### src/rtl/fetch_queue_unit.sv
// Instruction-fetch front end: owns the fetch PC, buffers {pc, instruction} pairs
// in a small prefetch queue and hands them to ID. Optional macro: FETCH_PERF_CNT_EN.
module fetch_queue_unit #(
  parameter int unsigned ADDR_W = 32,
  parameter int unsigned INST_W = 32,
  parameter int unsigned PC_STEP = 4,
  parameter logic [ADDR_W-1:0] RESET_PC = '0,
  parameter int unsigned QDEPTH = 4
) (
  input  logic                      clk,
  input  logic                      rst,
  output logic [ADDR_W-1:0]         imem_addr,
  input  logic [INST_W-1:0]         imem_rdata,
  input  logic                      branch_taken,
  input  logic [ADDR_W-1:0]         branch_addr,
  input  logic                      id_ready,
  output logic                      if_valid,
  output logic [ADDR_W-1:0]         pc_out,
  output logic [INST_W-1:0]         instruction_out,
  output logic [$clog2(QDEPTH):0]   q_count
`ifdef FETCH_PERF_CNT_EN
  ,
  output logic [31:0]               fetch_cnt,
  output logic [31:0]               flush_cnt
`endif
);

  localparam int unsigned PTR_W = $clog2(QDEPTH);
  localparam int unsigned CNT_W = PTR_W + 1;
  localparam logic [ADDR_W-1:0] STEP       = ADDR_W'(PC_STEP);
  localparam logic [ADDR_W-1:0] ALIGN_MASK = ~(STEP - ADDR_W'(1));
  localparam logic [CNT_W-1:0]  FULL_CNT   = CNT_W'(QDEPTH);

  logic [ADDR_W-1:0] fetch_pc;
  logic [PTR_W-1:0]  rd_ptr;
  logic [PTR_W-1:0]  wr_ptr;
  logic [CNT_W-1:0]  count;
  logic [ADDR_W-1:0] pc_mem   [QDEPTH];
  logic [INST_W-1:0] inst_mem [QDEPTH];

  logic push;
  logic pop;

  // A redirect suppresses both queue operations; push looks at the pre-pop count,
  // so a full queue being drained refills only on the following cycle.
  always_comb begin
    push = (count < FULL_CNT) && !branch_taken;
    pop  = (count != '0) && id_ready && !branch_taken;
  end

  // NOTE: sequential state uses non-blocking assignments so every register
  // samples the pre-edge values of its neighbours, independent of block order.
  always_ff @(posedge clk) begin
    if (rst) begin
      fetch_pc <= RESET_PC;
      rd_ptr   <= '0;
      wr_ptr   <= '0;
      count    <= '0;
    end else if (branch_taken) begin
      fetch_pc <= branch_addr & ALIGN_MASK;
      rd_ptr   <= '0;
      wr_ptr   <= '0;
      count    <= '0;
    end else begin
      if (push) begin
        fetch_pc <= fetch_pc + STEP;
        wr_ptr   <= wr_ptr + PTR_W'(1);
      end
      if (pop) begin
        rd_ptr <= rd_ptr + PTR_W'(1);
      end
      unique case ({push, pop})
        2'b10:   count <= count + CNT_W'(1);
        2'b01:   count <= count - CNT_W'(1);
        default: count <= count;
      endcase
    end
  end

  // NOTE: the storage array has no reset; entries are only observable once
  // count covers them, so clearing the pointers is enough to discard them.
  always_ff @(posedge clk) begin
    if (push) begin
      pc_mem[wr_ptr]   <= fetch_pc;
      inst_mem[wr_ptr] <= imem_rdata;
    end
  end

  // NOTE: every output gets a default first so this block can never infer a latch.
  always_comb begin
    imem_addr       = fetch_pc;
    q_count         = count;
    if_valid        = 1'b0;
    pc_out          = '0;
    instruction_out = '0;
    if (count != '0) begin
      if_valid        = 1'b1;
      pc_out          = pc_mem[rd_ptr] + STEP;
      instruction_out = inst_mem[rd_ptr];
    end
  end

`ifdef FETCH_PERF_CNT_EN
  // Flushes are only counted when a redirect actually discards queued entries.
  always_ff @(posedge clk) begin
    if (rst) begin
      fetch_cnt <= '0;
      flush_cnt <= '0;
    end else begin
      if (push) begin
        fetch_cnt <= fetch_cnt + 32'd1;
      end
      if (branch_taken && (count != '0)) begin
        flush_cnt <= flush_cnt + 32'd1;
      end
    end
  end
`endif

endmodule

### config.mk
export PLATFORM = sky130hd
export DESIGN_NAME = fetch_queue_unit
export DESIGN_NICKNAME = d
export VERILOG_FILES = /design/src/rtl/fetch_queue_unit.sv
export SDC_FILE = /design/constraint.sdc
export NUM_CORES = 1
export LEC_CHECK = 0
export BUFFER_PORTS_ARGS = -buffer_cell sky130_fd_sc_hd__clkbuf_2
export CELL_PAD_IN_SITES_DETAIL_PLACEMENT = 2
export CELL_PAD_IN_SITES_GLOBAL_PLACEMENT = 2
export CORE_ASPECT_RATIO = 0.75
export CORE_MARGIN = 2
export CORE_UTILIZATION = 43
export CTS_BUF_LIST = sky130_fd_sc_hd__clkbuf_4
export DETAILED_ROUTE_END_ITERATION = 8
export PLACE_DENSITY = 0.88
export SYNTH_ARGS = -nofsm -noshare
export SYNTH_HDL_FRONTEND = slang
export SYNTH_SLANG_ARGS = --single-unit
### constraint.sdc
create_clock -name clk -period 4.02 [get_ports clk]
set_clock_uncertainty 0.1 [all_clocks]
set_input_delay 0 -clock clk [delete_from_list [all_inputs] [get_ports clk]]
set_output_delay 0 -clock clk [all_outputs]
set_load 0.1 [all_outputs]
==> metrics.txt <==
# TYPE chip_impl_metric gauge
chip_impl_metric{name="cellPowerDensity",unit="mW/mm2"} 459
chip_impl_info{name="rsz0062_at_grt",value="no"} 1
chip_impl_metric{name="multi_input_comb_area",unit="mm2"} 0.00370
chip_impl_metric{name="rows",unit=""} 53
chip_impl_metric{name="final_antenna_net_count",unit=""} 0
chip_impl_metric{name="core",unit="mm2"} 0.0279
chip_impl_metric{name="timing.hold.worst_path_depth",unit=""} 4
chip_impl_metric{name="htreeDepth",unit=""} 3
chip_impl_metric{name="cp.required",unit="ns"} 3.92
chip_impl_metric{name="fin_nets",unit=""} 1189
chip_impl_metric{name="avgViaCountPerCell",unit=""} 5.74
chip_impl_metric{name="floorplan.die.width",unit="um"} 198
chip_impl_info{name="crit_path_cell_trace",value="buf_4 > mux4_1 > and4_1 > nand3_4 > or4_1 > a21oi_1 > buf_4"} 1
chip_impl_metric{name="critical-path-max-stage-delay",unit="ns"} 0.58
chip_impl_metric{name="synth-edff-count",unit=""} 248
chip_impl_metric{name="postLayoutSetupSlackWorst",unit="ns"} 0.240
chip_impl_metric{name="syn_area",unit="mm2"} 0.0121
chip_impl_metric{name="worstSkewPairLatency",unit="ns"} 0.74
chip_impl_info{name="synth.most_common_cell",value="sky130_fd_sc_hd__edfxtp_1"} 1
chip_impl_metric{name="detailedRoute.firstIterationViolations",unit=""} 551
chip_impl_metric{name="initial_antenna_violation_count",unit=""} 1
chip_impl_info{name="outcome",value="finished clean"} 1
chip_impl_metric{name="max-slew-margin-rel",unit=""} 0.323
chip_impl_metric{name="total_congestion_overflow_after_global_routing",unit=""} 0
chip_impl_metric{name="clock_transition_at_the_registers_of_the_reported_paths",unit="ns"} 0.09
chip_impl_metric{name="post-layout-total-power",unit="uW"} 7280
chip_impl_info{name="timing.hold.worst_endpoint",value="imem_addr[25]"} 1
chip_impl_metric{name="grt_start_max_net_pins",unit=""} 63
chip_impl_metric{name="die_area",unit="mm2"} 0.0296
chip_impl_metric{name="detailroute.via_count",unit=""} 8763
chip_impl_info{name="timing.setup.critical_path_class",value="reg -> out"} 1
chip_impl_metric{name="fillCellCount",unit=""} 2503
chip_impl_metric{name="vdd.ir_drop.worst",unit="V"} 0.000167
chip_impl_metric{name="finalSetupViolations",unit=""} 0
chip_impl_metric{name="yosysWarningCount",unit=""} 0
chip_impl_metric{name="layout-area-overhead-vs-synth",unit="%"} 30.8
chip_impl_info{name="min-delay-start",value="branch_addr[25]"} 1
chip_impl_metric{name="tns",unit="ns"} 0
chip_impl_metric{name="synth_seq_cells",unit=""} 287
chip_impl_info{name="synthTopCellsByCount",value="sky130_fd_sc_hd__edfxtp_1, sky130_fd_sc_hd__nor2_1, sky130_fd_sc_hd__mux4_2, sky130_fd_sc_hd__and2_1, sky130_fd_sc_hd__dfxtp_1"} 1
chip_impl_metric{name="worstMarginPinSlew",unit="ns"} 1.02
chip_impl_metric{name="setup_slack_of_the_worst_register_to_register_path",unit="ns"} 0.35
chip_impl_metric{name="synthesis.area_per_instance",unit="um2"} 16.2
chip_impl_metric{name="synthesized_instance_count",unit=""} 749
chip_impl_metric{name="floorplan.initialDensity",unit=""} 0.436
chip_impl_info{name="end_kind",value="primary output"} 1
chip_impl_metric{name="timing.critical_path.depth",unit=""} 7
chip_impl_metric{name="post-place-ws",unit="ns"} 0.584
chip_impl_metric{name="max-clock-path-buffers",unit=""} 3
chip_impl_metric{name="hpwlAfterDp",unit="mm"} 23.2
chip_impl_info{name="cts_tree",value="built"} 1
chip_impl_metric{name="cp_data_arrival_time",unit="ns"} 3.68
chip_impl_metric{name="grtUsageTotal",unit=""} 0.314
chip_impl_metric{name="first_pass_grt_wire_length",unit="mm"} 66.7
chip_impl_metric{name="routed_wire_length_per_instance",unit="um"} 29.7
chip_impl_metric{name="cts.sink_count",unit=""} 287
chip_impl_info{name="crit_top_cell",value="sky130_fd_sc_hd__buf_4"} 1
chip_impl_info{name="cp_slowest_cell",value="sky130_fd_sc_hd__dfxtp_2"} 1
chip_impl_info{name="synth_ff_type",value="sky130_fd_sc_hd__edfxtp_1"} 1
chip_impl_metric{name="floorplan.die.height",unit="um"} 149
chip_impl_metric{name="post-route-drc-count",unit=""} 0
chip_impl_metric{name="gp_routability_congestion",unit=""} 0.732
chip_impl_metric{name="critPathMaxFanout",unit=""} 16
chip_impl_metric{name="timing.final.max_slew_violations",unit=""} 0
chip_impl_metric{name="fraction_of_registers_with_async_set_or_reset_after_synthesis",unit=""} 0
chip_impl_info{name="startpoint_type",value="register"} 1
chip_impl_metric{name="p_leak",unit="uW"} 0.00577
chip_impl_metric{name="finalCriticalPeriod",unit="ns"} 3.78
chip_impl_metric{name="drtPass1Iterations",unit=""} 5
chip_impl_metric{name="maxCapViolations",unit=""} 0
chip_impl_metric{name="finalCritPeriodShare",unit=""} 0.940
chip_impl_info{name="timing.rr.end",value="imem_addr[29]"} 1
chip_impl_info{name="critical-path-top-delay-family",value="simple AND/OR/NAND/NOR gates"} 1
chip_impl_info{name="synth_top_cell_by_area",value="sky130_fd_sc_hd__edfxtp_1"} 1
chip_impl_metric{name="drt-total-wl",unit="mm"} 45.4
chip_impl_metric{name="worst-r2r-cell-count",unit=""} 7
chip_impl_metric{name="cts_buffers",unit=""} 75
chip_impl_metric{name="area_share_of_the_leading_cell_type_in_the_synthesized_netlist",unit=""} 0.614
chip_impl_metric{name="fin_util",unit=""} 0.570
chip_impl_info{name="worst_hold_path_type",value="in -> reg"} 1
chip_impl_metric{name="area.sequential",unit="mm2"} 0.00823
chip_impl_metric{name="io_buffers",unit=""} 161
chip_impl_metric{name="synthDistinctLibCells",unit=""} 54
chip_impl_metric{name="grt_pass1_vias",unit=""} 9977
chip_impl_metric{name="seq_area_frac_synth",unit=""} 0.678
chip_impl_info{name="rr_startpoint",value="imem_addr[8]"} 1
chip_impl_metric{name="final-hold-violation-count",unit=""} 0
chip_impl_info{name="largest_cells_by_area_after_synthesis",value="sky130_fd_sc_hd__edfxtp_1, sky130_fd_sc_hd__mux4_2, sky130_fd_sc_hd__dfxtp_1, sky130_fd_sc_hd__mux4_1, sky130_fd_sc_hd__and2_1"} 1
chip_impl_info{name="clock-root-buffer",value="sky130_fd_sc_hd__clkbuf_4"} 1
chip_impl_metric{name="cp_num_buf_inv",unit=""} 2
chip_impl_metric{name="final_layout_size_suffix_gt1_frac",unit=""} 0.307
chip_impl_metric{name="max_freq",unit="MHz"} 265
chip_impl_metric{name="io_pins",unit=""} 168
-- worst max-delay path by stage --
stage               startpoint          to  slack, ns
CTS                   register  pc_out[25]       0.02
finish                register  pc_out[24]       0.24
detailed placement    register  pc_out[24]       0.58
global placement      register  pc_out[28]       0.73
global route          register  pc_out[28]       0.07
floorplan             register  pc_out[20]       0.20
-- state kept, by name (all words and copies together) (netlist names), named ones only --
register / flops
wr_ptr: 2
rd_ptr: 2
imem_addr: 30
inst_mem: 128
pc_mem: 120
q_count: 3
-- metal layers --
metal / global-route usage / routed length, um
met5: 0 / 0
met4: 0.111 / 1280
met3: 0.0787 / 3220
met2: 0.550 / 23100
met1: 0.380 / 17800
-- power by group --
| group | leakage, uW | internal [uW] | switching, uW |
|---|---|---|---|
| registers | 0.00263 | 3350 | 110 |
| logic | 0.00256 | 278 | 726 |
| clock network | 0.000580 | 1420 | 1410 |
-- worst reg2reg max path, delay by kind of cell, from the launching register on --
family	cells	cell delay (ns)
simple gates	4	1.63
flops	1	0.63
buf+inv	2	0.84
compound gates	1	0.40
-- per-stage QoR --
stage / hold WS (ns) / area (um2) / instances
CTS: 0.0416 / 15800 / 1524
global placement: 0.120 / 13400 / 1245
finish: 0.131 / 15900 / 1527
global route: 0.119 / 15900 / 1527
detailed placement: 0.128 / 13400 / 1245
floorplan: -0.00113 / 12200 / 752
-- area by class of cell --
cell class	instances	share of cell area
timing repair buffer	324	0.155
inverter	12	0.00284
sequential	287	0.519
antenna	2	0.000315
clock buffer	106	0.0501
multi-input combinational	413	0.233
tap	357	0.0281
clock inverter	26	0.0119
-- layout by cell type, fill, tap and decap left out, types with 12 or more instances in the layout --
cell,count
sky130_fd_sc_hd__a211oi_1,16
sky130_fd_sc_hd__a21oi_1,20
sky130_fd_sc_hd__and2_1,35
sky130_fd_sc_hd__and3_1,13
sky130_fd_sc_hd__buf_4,17
sky130_fd_sc_hd__clkbuf_2,154
sky130_fd_sc_hd__clkbuf_4,107
sky130_fd_sc_hd__clkinv_1,16
sky130_fd_sc_hd__dfxtp_1,37
sky130_fd_sc_hd__dlygate4sd3_1,147
sky130_fd_sc_hd__edfxtp_1,248
sky130_fd_sc_hd__inv_1,12
sky130_fd_sc_hd__mux4_1,14
sky130_fd_sc_hd__mux4_2,48
sky130_fd_sc_hd__nand2_1,36
sky130_fd_sc_hd__nand3_1,13
sky130_fd_sc_hd__nand4_1,13
sky130_fd_sc_hd__nor2_1,55
sky130_fd_sc_hd__xnor2_1,24
sky130_fd_sc_hd__xor2_1,18
-- cells by family after synthesis --
group,Yosys count,share of synthesized area
AOI/OAI and AO/OA,64,0.0346
xor gates and xnor gates,42,0.0303
adders and majority gates,8,0.00887
buffers and inverters,52,0.0213
DFF,287,0.678
muxes,69,0.125
other,1,0.000309
and+or+nand+nor,226,0.101
-- timing repair --
action	CTS	global route
endpoints found under the hold margin	165	0
buffers inserted	0	1
resized for setup	3	5
endpoints found under the setup margin	9	11
hold buffers	147	0
Note: power is estimated with default switching activity, not from simulation.
